### src/rtl/chunk_password_extractor_pkg.sv
// Shared constants, error codes, FSM states and word classes for the
// chunk password extractor.
package md5_chunk_pkg;

  localparam logic [7:0] PADDING   = 8'h80;
  localparam int         SIZE_LSB  = 448;
  localparam int         SIZE_MSB  = 479;
  localparam int         MAX_CHARS = 17;
  localparam int         MAX_BYTES = 34;
  localparam int         NUM_WORDS = 28;

  localparam logic [15:0] SKIP1_LO = 16'h003A;
  localparam logic [15:0] SKIP1_HI = 16'h0040;
  localparam logic [15:0] SKIP2_LO = 16'h005B;
  localparam logic [15:0] SKIP2_HI = 16'h0060;

  localparam logic [1:0] ERR_OK       = 2'd0;
  localparam logic [1:0] ERR_BAD_LEN  = 2'd1;
  localparam logic [1:0] ERR_BAD_PAD  = 2'd2;
  localparam logic [1:0] ERR_BAD_CHAR = 2'd3;

  typedef enum logic [1:0] {
    S_IDLE,
    S_CHECK,
    S_EMIT,
    S_FINISH
  } state_t;

  typedef enum logic [2:0] {
    CHAR_OK,
    PAD_OK,
    ZERO_OK,
    FAULT_PAD,
    FAULT_CHAR
  } word_class_t;

  // Length field sanity: whole even byte count within 2..MAX_BYTES, upper size word clear.
  function automatic logic len_bad(input logic [511:0] blk);
    logic [31:0] size;
    logic [28:0] nbytes;
    size   = blk[SIZE_MSB:SIZE_LSB];
    nbytes = size[31:3];
    return (size[3:0] != 4'd0) || nbytes[0] || (nbytes < 29'd2) ||
           (nbytes > 29'(MAX_BYTES)) || (blk[511:480] != 32'd0);
  endfunction

endpackage

### src/rtl/chunk_password_extractor_if.sv
// Chunk input, character output stream and completion status of the extractor.
interface chunk_password_extractor_if;

  logic         chunk_valid;
  logic [511:0] chunk;
  logic         chunk_ready;
  logic [15:0]  min;
  logic [15:0]  max;
  logic         char_valid;
  logic [15:0]  char_data;
  logic         char_last;
  logic         char_ready;
  logic         done;
  logic [1:0]   err_code;
  logic [4:0]   pwd_len;

  modport slave (
    input  chunk_valid, chunk, min, max, char_ready,
    output chunk_ready, char_valid, char_data, char_last, done, err_code, pwd_len
  );

  modport master (
    output chunk_valid, chunk, min, max, char_ready,
    input  chunk_ready, char_valid, char_data, char_last, done, err_code, pwd_len
  );

endinterface

### src/rtl/chunk_password_extractor_classifier.sv
// Classifies one 16-bit word of the block as password character, padding
// marker or trailing zero, flagging the corresponding fault.
module chunk_word_classifier
  import md5_chunk_pkg::*;
(
  input  logic [15:0]  i_word,
  input  logic [4:0]   i_index,
  input  logic [5:0]   i_nbytes,
  input  logic [15:0]  i_min,
  input  logic [15:0]  i_max,
  output word_class_t  o_class
);

  logic [5:0] w_pos;
  logic       w_in_range;
  logic       w_in_skip;

  assign w_pos      = {i_index, 1'b0};
  assign w_in_range = (i_word >= i_min) && (i_word <= i_max);
  assign w_in_skip  = ((i_word >= SKIP1_LO) && (i_word <= SKIP1_HI)) ||
                      ((i_word >= SKIP2_LO) && (i_word <= SKIP2_HI));

  always_comb begin
    o_class = FAULT_CHAR;
    if (w_pos < i_nbytes) begin
      // Punctuation gaps are only legal when the range starts exactly there.
      o_class = (w_in_range && (!w_in_skip || (i_word == i_min))) ? CHAR_OK : FAULT_CHAR;
    end else if (w_pos == i_nbytes) begin
      o_class = (i_word == {8'h00, PADDING}) ? PAD_OK : FAULT_PAD;
    end else begin
      o_class = (i_word == 16'h0000) ? ZERO_OK : FAULT_PAD;
    end
  end

endmodule

### src/rtl/chunk_password_extractor.sv
// Validates an MD5 block carrying a UTF-16LE password and streams the
// recovered characters, ending each block with a one-cycle status pulse.
module chunk_password_extractor
  import md5_chunk_pkg::*;
(
  input  logic                      clk,
  input  logic                      reset,
  chunk_password_extractor_if.slave bus
);

  state_t       r_state;
  logic [447:0] r_chunk;
  logic [15:0]  r_min;
  logic [15:0]  r_max;
  logic [5:0]   r_nbytes;
  logic         r_bad_len;
  logic         r_bad_pad;
  logic         r_bad_char;
  logic [4:0]   r_idx;
  logic [4:0]   r_emit_idx;
  logic         r_chunk_ready;
  logic         r_char_valid;
  logic [15:0]  r_char_data;
  logic         r_char_last;
  logic         r_done;
  logic [1:0]   r_err_code;
  logic [4:0]   r_pwd_len;

  word_class_t  w_class;
  logic         w_any_pad;
  logic         w_any_char;
  logic [1:0]   w_err;
  logic [4:0]   w_next_idx;

  chunk_word_classifier u_classifier (
    .i_word   (r_chunk[{r_idx, 4'd0} +: 16]),
    .i_index  (r_idx),
    .i_nbytes (r_nbytes),
    .i_min    (r_min),
    .i_max    (r_max),
    .o_class  (w_class)
  );

  assign w_any_pad  = r_bad_pad  || (w_class == FAULT_PAD);
  assign w_any_char = r_bad_char || (w_class == FAULT_CHAR);
  assign w_err      = r_bad_len  ? ERR_BAD_LEN  :
                      w_any_pad  ? ERR_BAD_PAD  :
                      w_any_char ? ERR_BAD_CHAR : ERR_OK;
  assign w_next_idx = r_emit_idx + 5'd1;

  always_ff @(posedge clk) begin
    if (reset) begin
      r_state       <= S_IDLE;
      r_chunk       <= '0;
      r_min         <= '0;
      r_max         <= '0;
      r_nbytes      <= '0;
      r_bad_len     <= 1'b0;
      r_bad_pad     <= 1'b0;
      r_bad_char    <= 1'b0;
      r_idx         <= '0;
      r_emit_idx    <= '0;
      r_chunk_ready <= 1'b1;
      r_char_valid  <= 1'b0;
      r_char_data   <= '0;
      r_char_last   <= 1'b0;
      r_done        <= 1'b0;
      r_err_code    <= ERR_OK;
      r_pwd_len     <= '0;
    end else begin
      case (r_state)
        S_IDLE: begin
          if (bus.chunk_valid) begin
            r_chunk       <= bus.chunk[447:0];
            r_min         <= bus.min;
            r_max         <= bus.max;
            r_nbytes      <= bus.chunk[SIZE_LSB+8:SIZE_LSB+3];
            r_bad_len     <= len_bad(bus.chunk);
            r_bad_pad     <= 1'b0;
            r_bad_char    <= 1'b0;
            r_idx         <= '0;
            r_chunk_ready <= 1'b0;
            r_state       <= S_CHECK;
          end
        end

        S_CHECK: begin
          r_bad_pad  <= w_any_pad;
          r_bad_char <= w_any_char;
          // All 28 words are always scanned so the verdict latency is fixed.
          if (r_idx == 5'(NUM_WORDS - 1)) begin
            if (w_err == ERR_OK) begin
              r_char_valid <= 1'b1;
              r_char_data  <= r_chunk[15:0];
              r_char_last  <= (r_nbytes == 6'd2);
              r_emit_idx   <= '0;
              r_state      <= S_EMIT;
            end else begin
              r_done     <= 1'b1;
              r_err_code <= w_err;
              r_pwd_len  <= '0;
              r_state    <= S_FINISH;
            end
          end else begin
            r_idx <= r_idx + 5'd1;
          end
        end

        S_EMIT: begin
          if (r_char_valid && bus.char_ready) begin
            if (r_char_last) begin
              r_char_valid <= 1'b0;
              r_char_last  <= 1'b0;
              r_char_data  <= '0;
              r_done       <= 1'b1;
              r_err_code   <= ERR_OK;
              r_pwd_len    <= r_nbytes[5:1];
              r_state      <= S_FINISH;
            end else begin
              r_emit_idx  <= w_next_idx;
              r_char_data <= r_chunk[{w_next_idx, 4'd0} +: 16];
              r_char_last <= (w_next_idx == (r_nbytes[5:1] - 5'd1));
            end
          end
        end

        S_FINISH: begin
          r_done        <= 1'b0;
          r_err_code    <= ERR_OK;
          r_pwd_len     <= '0;
          r_chunk_ready <= 1'b1;
          r_state       <= S_IDLE;
        end

        default: r_state <= S_IDLE;
      endcase
    end
  end

  assign bus.chunk_ready = r_chunk_ready;
  assign bus.char_valid  = r_char_valid;
  assign bus.char_data   = r_char_data;
  assign bus.char_last   = r_char_last;
  assign bus.done        = r_done;
  assign bus.err_code    = r_err_code;
  assign bus.pwd_len     = r_pwd_len;

endmodule
### src/flat_wrapper.sv
// flat-port wrapper written by rule: the top's interface ports become plain ports
module chunk_password_extractor_flat import md5_chunk_pkg::*;
  (clk, reset, bus_chunk_valid, bus_chunk, bus_min, bus_max, bus_char_ready, bus_chunk_ready, bus_char_valid, bus_char_data, bus_char_last, bus_done, bus_err_code, bus_pwd_len);
  chunk_password_extractor_if bus_i ();
  input  logic clk;
  input  logic reset;
  input wire logic [$bits(bus_i.chunk_valid)-1:0] bus_chunk_valid;
  input wire logic [$bits(bus_i.chunk)-1:0] bus_chunk;
  input wire logic [$bits(bus_i.min)-1:0] bus_min;
  input wire logic [$bits(bus_i.max)-1:0] bus_max;
  input wire logic [$bits(bus_i.char_ready)-1:0] bus_char_ready;
  output wire logic [$bits(bus_i.chunk_ready)-1:0] bus_chunk_ready;
  output wire logic [$bits(bus_i.char_valid)-1:0] bus_char_valid;
  output wire logic [$bits(bus_i.char_data)-1:0] bus_char_data;
  output wire logic [$bits(bus_i.char_last)-1:0] bus_char_last;
  output wire logic [$bits(bus_i.done)-1:0] bus_done;
  output wire logic [$bits(bus_i.err_code)-1:0] bus_err_code;
  output wire logic [$bits(bus_i.pwd_len)-1:0] bus_pwd_len;
  assign bus_i.chunk_valid = bus_chunk_valid;
  assign bus_i.chunk = bus_chunk;
  assign bus_i.min = bus_min;
  assign bus_i.max = bus_max;
  assign bus_i.char_ready = bus_char_ready;
  assign bus_chunk_ready = bus_i.chunk_ready;
  assign bus_char_valid = bus_i.char_valid;
  assign bus_char_data = bus_i.char_data;
  assign bus_char_last = bus_i.char_last;
  assign bus_done = bus_i.done;
  assign bus_err_code = bus_i.err_code;
  assign bus_pwd_len = bus_i.pwd_len;
  chunk_password_extractor u_core (.clk(clk), .reset(reset), .bus(bus_i));
endmodule
### config.mk
export PLATFORM = sky130hd
export DESIGN_NAME = chunk_password_extractor_flat
export DESIGN_NICKNAME = d
export VERILOG_FILES = /design/src/rtl/chunk_password_extractor_pkg.sv /design/src/rtl/chunk_password_extractor_if.sv /design/src/rtl/chunk_password_extractor_classifier.sv /design/src/rtl/chunk_password_extractor.sv /design/src/flat_wrapper.sv
export SDC_FILE = /design/constraint.sdc
export NUM_CORES = 2
export LEC_CHECK = 0
export CAP_MARGIN = 20
export CORE_UTILIZATION = 56
export CTS_BUF_LIST = sky130_fd_sc_hd__clkbuf_8 sky130_fd_sc_hd__clkbuf_16
export CTS_CLUSTER_SIZE = 28
export DETAILED_ROUTE_END_ITERATION = 10
export HOLD_SLACK_MARGIN = 0.02
export PLACE_DENSITY = 0.87
export REMOVE_ABC_BUFFERS = 1
export SYNTH_ARGS = -nofsm -noshare
export SYNTH_HDL_FRONTEND = slang
export SYNTH_HIERARCHICAL = 1
export SYNTH_SLANG_ARGS = --single-unit
export TNS_END_PERCENT = 30
### constraint.sdc
create_clock -name clk -period 10.2 [get_ports clk]
set_clock_uncertainty 0.05 [all_clocks]
set_input_delay 1.02 -clock clk [delete_from_list [all_inputs] [get_ports clk]]
set_output_delay 1.02 -clock clk [all_outputs]
set_load 0.02 [all_outputs]
Word-level counts from Yosys, hierarchy flattened
Cells that the tools add are included.
{ "op_classes": {"n_addsub": 3, "n_lt_le_gt_ge": 9, "n_eq_ne": 19, "n_mux": 56, "n_shift": 2, "n_reduce_logical": 32} }
{ "ops": {"columns": ["op", "count"], "rows": [
  ["448-bit by 10-bit indexed part select with 16-bit output", 2],
  ["16-bit two-way mux", 4],
  ["5-bit two-way mux", 10],
  ["16-bit by 7-bit less-or-equal comparator with 1-bit output, second input constant", 2],
  ["16-bit case mux with 2 select lines", 1],
  ["32-bit nonzero test", 1],
  ["29-bit by 6-bit > comparator with 1-bit output, second input constant", 1],
  ["29-bit by 2-bit less-than comparator with 1-bit output, second input constant", 1],
  ["2-bit two-way mux", 13],
  ["5-bit case mux with 2 select lines", 2],
  ["16-bit equality test", 1],
  ["16-bit by 8-bit equality test with 1-bit output, second input constant", 1],
  ["16-bit >= comparator", 1],
  ["16-bit by 6-bit >= comparator with 1-bit output, second input constant", 1],
  ["16-bit by 7-bit >= comparator with 1-bit output, second input constant", 1],
  ["16-bit less-or-equal comparator", 1],
  ["16-bit zero test", 1],
  ["1-bit two-way mux", 15],
  ["5-bit case mux with 3 select lines", 1],
  ["5-bit AND reduction", 3],
  ["5-bit by 1-bit adder with 5-bit output, second input constant", 2],
  ["1-bit case mux with 2 select lines", 5],
  ["1-bit logical OR", 8],
  ["2-bit by 1-bit != test with 1-bit output, second input constant", 4],
  ["24 further kinds", 39]
]} }
{ "word_totals": {"ff_bits": 528} }

Longest topological paths before layout
{ "logic_depth": {"ltp_word": 18, "depth_mapped": 24} }

Hierarchy
The synthesis kept the hierarchy.
{ "modules_own_cells": {"columns": ["module", "instances", "seq_area_each_um2", "cells_each", "area_each_um2"], "rows": [
  ["chunk_password_extractor", 1, 10570.1, 3089, 26128.8],
  ["chunk_word_classifier", 1, 0.0, 148, 1028.5]
]} }

Worst setup path after synthesis
No wires, ideal clock.
{ "synth_path": {"kind": "register to register", "from": "register u_core.r_idx[0]", "to": "register u_core.r_char_data[4], in the netlist u_core/bus.char_data[4]", "path_stages_with_launch": 24, "setup_ns": 0.070, "path_buffers": 5, "t_arrival_ns": 4.349, "slack_ns": 5.730, "path_cell_list": "dfxtp_1 > clkbuf_1 > buf_4 > buf_4 > mux4_2 > mux2i_1 > o22ai_1 > nand2_1 > o21ai_0 > ha_1 > nand4_1 > or2_1 > nor2_1 > nor4_1 > o21ai_1 > a31oi_1 > and3b_1 > clkbuf_1 > o41ai_4 > nand2_4 > buf_6 > nor3b_2 > a21oi_1 > o2bb2ai_1"} }
{ "synth_between": {"elab_chain_len": 17} }
{ "synth_rtl": {"columns": ["item", "line", "text"], "rows": [
  ["start, declared", "chunk_password_extractor.sv:19", "logic [4:0] r_idx;"],
  ["start signal, assigned", "chunk_password_extractor.sv:105", "r_idx <= r_idx + 5'd1;"],
  ["448-bit by 10-bit indexed part select with 16-bit output", "chunk_password_extractor.sv:36", ".i_word (r_chunk[{r_idx, 4'd0} +: 16]),"],
  ["16-bit by 6-bit >= comparator with 1-bit output, or another cell as far along", "chunk_password_extractor_classifier.sv:20", "assign w_in_skip = ((i_word >= SKIP1_LO) && (i_word <= SKIP1_HI)) ||"],
  ["1-bit logical AND (on tied branches)", "chunk_password_extractor_classifier.sv:20, chunk_password_extractor_classifier.sv:21", null],
  ["1-bit logical OR", "chunk_password_extractor_classifier.sv:20", null],
  ["1-bit zero test", "chunk_password_extractor_classifier.sv:27", "o_class = (w_in_range && (!w_in_skip || (i_word == i_min))) ? CHAR_OK : FAULT_CHAR;"],
  ["1-bit logical OR", "chunk_password_extractor_classifier.sv:27", null],
  ["1-bit logical AND", "chunk_password_extractor_classifier.sv:27", null],
  ["3-bit two-way mux", "chunk_password_extractor_classifier.sv:27", null],
  ["[1 not listed]", null, null],
  ["net u_core.w_class[2]", "chunk_password_extractor.sv:29", "word_class_t w_class;"],
  ["3-bit equality test", "chunk_password_extractor.sv:45", "assign w_any_char = r_bad_char || (w_class == FAULT_CHAR);"],
  ["1-bit logical OR", "chunk_password_extractor.sv:45", null],
  ["2-bit two-way mux", "chunk_password_extractor.sv:48", "w_any_char ? ERR_BAD_CHAR : ERR_OK;"],
  ["2-bit two-way mux *", "chunk_password_extractor.sv:47", "w_any_pad ? ERR_BAD_PAD :"],
  ["2-bit two-way mux *", "chunk_password_extractor.sv:46", "assign w_err = r_bad_len ? ERR_BAD_LEN :"],
  ["2-bit zero test *", "chunk_password_extractor.sv:92", "if (w_err == ERR_OK) begin"],
  ["2-bit by 1-bit != test with 1-bit output (no source line) *", null, null],
  ["4-bit AND reduction (no source line) *", null, null],
  ["end signal, assigned", "chunk_password_extractor.sv:94", "r_char_data <= r_chunk[15:0];"],
  ["end signal, assigned", "chunk_password_extractor.sv:121", "r_char_data <= r_chunk[{w_next_idx, 4'd0} +: 16];"],
  ["end, declared", "chunk_password_extractor.sv:23", "logic [15:0] r_char_data;"]
]} }
The timed path passes the listed nets; every way through them passes the cells marked *.
A chain may end at the register's enable or synchronous reset.

Worst setup path after layout
{ "layout_path": {"from": "register u_core.r_idx[0]", "to": "register u_core.r_char_valid, in the netlist u_core/bus.char_valid"} }
{ "layout_between": {"elab_chain_len": 17} }
{ "layout_rtl": {"columns": ["item", "line", "text"], "rows": [
  ["448-bit by 10-bit indexed part select with 16-bit output", "chunk_password_extractor.sv:36", null],
  ["16-bit by 6-bit >= comparator with 1-bit output, or another cell as far along", "chunk_password_extractor_classifier.sv:20", null],
  ["1-bit logical AND (on tied branches)", "chunk_password_extractor_classifier.sv:20, chunk_password_extractor_classifier.sv:21", null],
  ["1-bit logical OR", "chunk_password_extractor_classifier.sv:20", null],
  ["1-bit zero test", "chunk_password_extractor_classifier.sv:27", null],
  ["1-bit logical OR", "chunk_password_extractor_classifier.sv:27", null],
  ["1-bit logical AND", "chunk_password_extractor_classifier.sv:27", null],
  ["3-bit two-way mux", "chunk_password_extractor_classifier.sv:27", null],
  ["[1 not listed]", null, null],
  ["net u_core.w_class[2]", "chunk_password_extractor.sv:29", null],
  ["3-bit equality test", "chunk_password_extractor.sv:45", null],
  ["1-bit logical OR", "chunk_password_extractor.sv:45", null],
  ["2-bit two-way mux", "chunk_password_extractor.sv:48", null],
  ["2-bit two-way mux *", "chunk_password_extractor.sv:47", null],
  ["2-bit two-way mux *", "chunk_password_extractor.sv:46", null],
  ["2-bit zero test *", "chunk_password_extractor.sv:92", null],
  ["2-bit by 1-bit != test with 1-bit output (no source line) *", null, null],
  ["5-bit AND reduction (no source line) *", null, null],
  ["end signal, assigned", "chunk_password_extractor.sv:64", "r_char_valid <= 1'b0;"],
  ["end signal, assigned", "chunk_password_extractor.sv:93", "r_char_valid <= 1'b1;"],
  ["end signal, assigned", "chunk_password_extractor.sv:112", "r_char_valid <= 1'b0;"],
  ["end, declared", "chunk_password_extractor.sv:22", "logic r_char_valid;"]
]} }
Marked as above.

==> results.toml <==
[run_status]
outcome = "finished, final reports clean"

[sta]
hold_viol_final = 0
setup_viol = 0
rsz0062_at_grt = "false"
slew_violations = 0
tns_ps = 0
period_share_pct = 61.5
max_slew.worst_pin.slew_ps = 1210
fmaxAchievable_mhz = 159
worst_slack_ps = 3930
maxSlewHeadroom_pct = 19.1
fin_crit_ps = 6270

[detailed_routing]
antenna_left = 0
drc_errors = 0
firstDrtPassIters = 8
vias = 26500
drt-vias-per-instance = 6.18
wl_per_cell_um = 22.2
dr.first_iter.drc_count = 3313
drt_wl_total_um = 95500

[die]
pin_count = 575
rows = 80
die-area_sq_mm = 0.0494
core_sq_mm = 0.0477
die_x_um = 222
start_util_pct = 56.9
dieHeight_um = 222

[finish]
area_delta_synth_final_pct = 28.1
nets = 4217
drive_above_1_share_pct = 10.1
layout_commonest_cell = "nand2_1"
final_cell_mix = "nand2_1, a21oi_1, clkdlybuf4s50_1"
final_util_pct = 72.8
fin_cells = 4292
nFillCells = 3517

[logic_synthesis]
synth_top_area_cell = "dfxtp_1"
synth_area_sq_mm = 0.0272
synthArstFlopShare_pct = 0
synth_compound_area_share_pct = 15.2
synth-main-ff-cell = "dfxtp_1"
synth_top_family_by_area = "simple AND/OR/NAND/NOR gates"
yosysSeqAreaShare_pct = 38.9
synth-simple-area-share_pct = 19.3
ys_types = 63
muxShareOfSynthArea_pct = 18.9
synthXorXnorAreaFrac_pct = 0.581
synth-adder-area-share_pct = 2.03
yosys-top-cells-area = "dfxtp_1, mux4_2, nand2_1, a21oi_1, clkbuf_1"
yosys.area.top_type_share_pct = 38.9
synth-edff-count = 0
ys.warnings.count = 6
ys_ff_latch = 528
synthCells = 3237
syn_avg_cell_area_sq_um = 8.39

[cts]
cts_sinks = 528
cts_setup_buffers = 0
hold_buffers = 0
cts_tree = "yes"
clock-root-buffer = "clkbuf_16"
clock_latency_ps = 630
clock_path_buffers = 3
path_clk_slew_ps = 60
cts_resized = 0
ctsHtreeMaxLevel = 2
numCtsBuffers = 55

[power_and_ir_drop]
power_density_mw_per_mm2 = 211
cellLeakagePower_nw = 12.4
ir_drop_uv = 263
finalPower_mw = 7.35

[flow_run]
drv_cap = 0

[critical_path]
startpoint_type = "register"
cpPeakStageDelay_ps = 920
crit_start = "u_core/r_idx[0]"
endpoint_kind = "register"
timing.rr.start = "u_core/r_idx[0]"
r2r_end = "u_core/bus.char_valid"
path_delay_family = "compound AO/OA/AOI/OAI gates"
reg2reg_depth = 18
cp_cell_sequence = "buf_12 -> mux4_2 -> mux2_2 -> a21oi_1 -> o21ai_0 -> ha_1 -> nor2b_1 -> o211ai_1 -> a21oi_1 -> nor4_1 -> o21ai_1 -> a31oi_1 -> and3b_1 -> o41ai_4 -> nand2_4 -> o21ai_0 -> o21ai_0 -> nor2b_1"
crit_required_ps = 10620
worst-setup-path-type = "reg -> reg"
crit_slowest_cell = "dfxtp_4"
crit_top_cell = "o21ai_0"
cp_max_fo = 74
r2r_slack_ps = 3930
crit_buf_inv = 1
cp.arrival_ps = 6690
cp.depth = 18

[global_route]
grt_max_degree = 238
grt.busiest_layer = "met2"
grt_pass1_wl_um = 144000
grt_use_total_pct = 37.7
met2_usage_pct = 60.7
gr-total-overflow = 0
grt_use_met3_pct = 8.53
grt_antenna_before_repair = 17
grt_pass1_vias = 25600
met1_usage_pct = 46.0

[worst_hold_path]
hold_depth = 2
whs_endpoint = "u_core/r_min[7]"
hp-start = "u_core/r_min[7]"
hp-class = "reg -> reg"

[place]
place_inst = 4182
place_congestion = 0.914
pre_cts_slack_ps = 3930
dpl.hpwl_um = 65200
portBuffers = 574
where the power goes:
group	switching, mW	internal, mW
sequential	0.348	2.44
combinational	1.50	1.06
clock	0.868	1.14
area by class of cell:
cell class / count / area (sq um) / area share (%)
multi-input combinational: 2374 / 15300 / 44.0
clock inverter: 29 / 236 / 0.680
antenna: 13 / 32.5 / 0.0935
inverter: 64 / 240 / 0.691
sequential: 528 / 10600 / 30.4
tap: 615 / 769 / 2.21
timing repair buffer: 602 / 6050 / 17.4
clock buffer: 67 / 1540 / 4.43
flip-flops by register name, indices dropped and copies added, names as in the netlist, 5 cells and up:
name                  count
u_core/r_chunk          448
u_core/bus.char_data     16
u_core/r_max             16
u_core/r_min             16
u_core/r_nbytes           6
u_core/bus.pwd_len        5
u_core/r_emit_idx         5
u_core/r_idx              5
Yosys cell counts (all sizes together), types with 13 or more instances:
| library cell | number |
|---|---|
| ha | 44 |
| dfxtp | 528 |
| a31oi | 19 |
| o211ai | 18 |
| nand3 | 52 |
| o22ai | 17 |
| mux2i | 63 |
| nand4 | 13 |
| mux4 | 192 |
| clkbuf | 209 |
| nor2 | 41 |
| nand2 | 1116 |
| o2bb2ai | 17 |
| inv | 64 |
| nor3b | 17 |
| nor4 | 21 |
| buf | 62 |
| o21ai | 33 |
| a32oi | 15 |
| a21oi | 581 |
| mux2 | 16 |
| a22oi | 21 |
worst max path at each step:
stage | to | slack, ps
floorplan | u_core/r_bad_len | -50
global placement | u_core/bus.char_valid | 4020
detailed placement | u_core/bus.char_valid | 3930
CTS | u_core/bus.char_valid | 3900
global route | u_core/bus.char_valid | 3400
finish | u_core/bus.char_valid | 3930
routing by layer:
metal | up-vias | part of all wire [%]
met1 | 12500 | 37
li1 | 12100 | -
met2 | 1640 | 47
met5 | - | 0.065
met4 | 8 | 6.2
met3 | 343 | 10
tightest hold or removal path, stage by stage (launching register included):
cell and delay (ps):
dfxtp_1 310, nand2_1 50, a21oi_1 50
metrics by stage:
stage          hold slack [ps]  area [sq um]
6_report                   405         34800
5_1_grt                    426         34800
4_1_cts                    405         34700
3_5_place_dp               396         33000
3_3_place_gp               393         32900
2_1_floorplan              380         26000
kinds of logic after synthesis:
family | after synthesis
muxes | 271
buffers and inverters | 335
DFF | 528
AOI/OAI and AO/OA | 751
adders and majority gates | 44
and+or+nand+nor | 1293
xor gates and xnor gates | 15
Note: power is estimated with default switching activity, not from simulation.
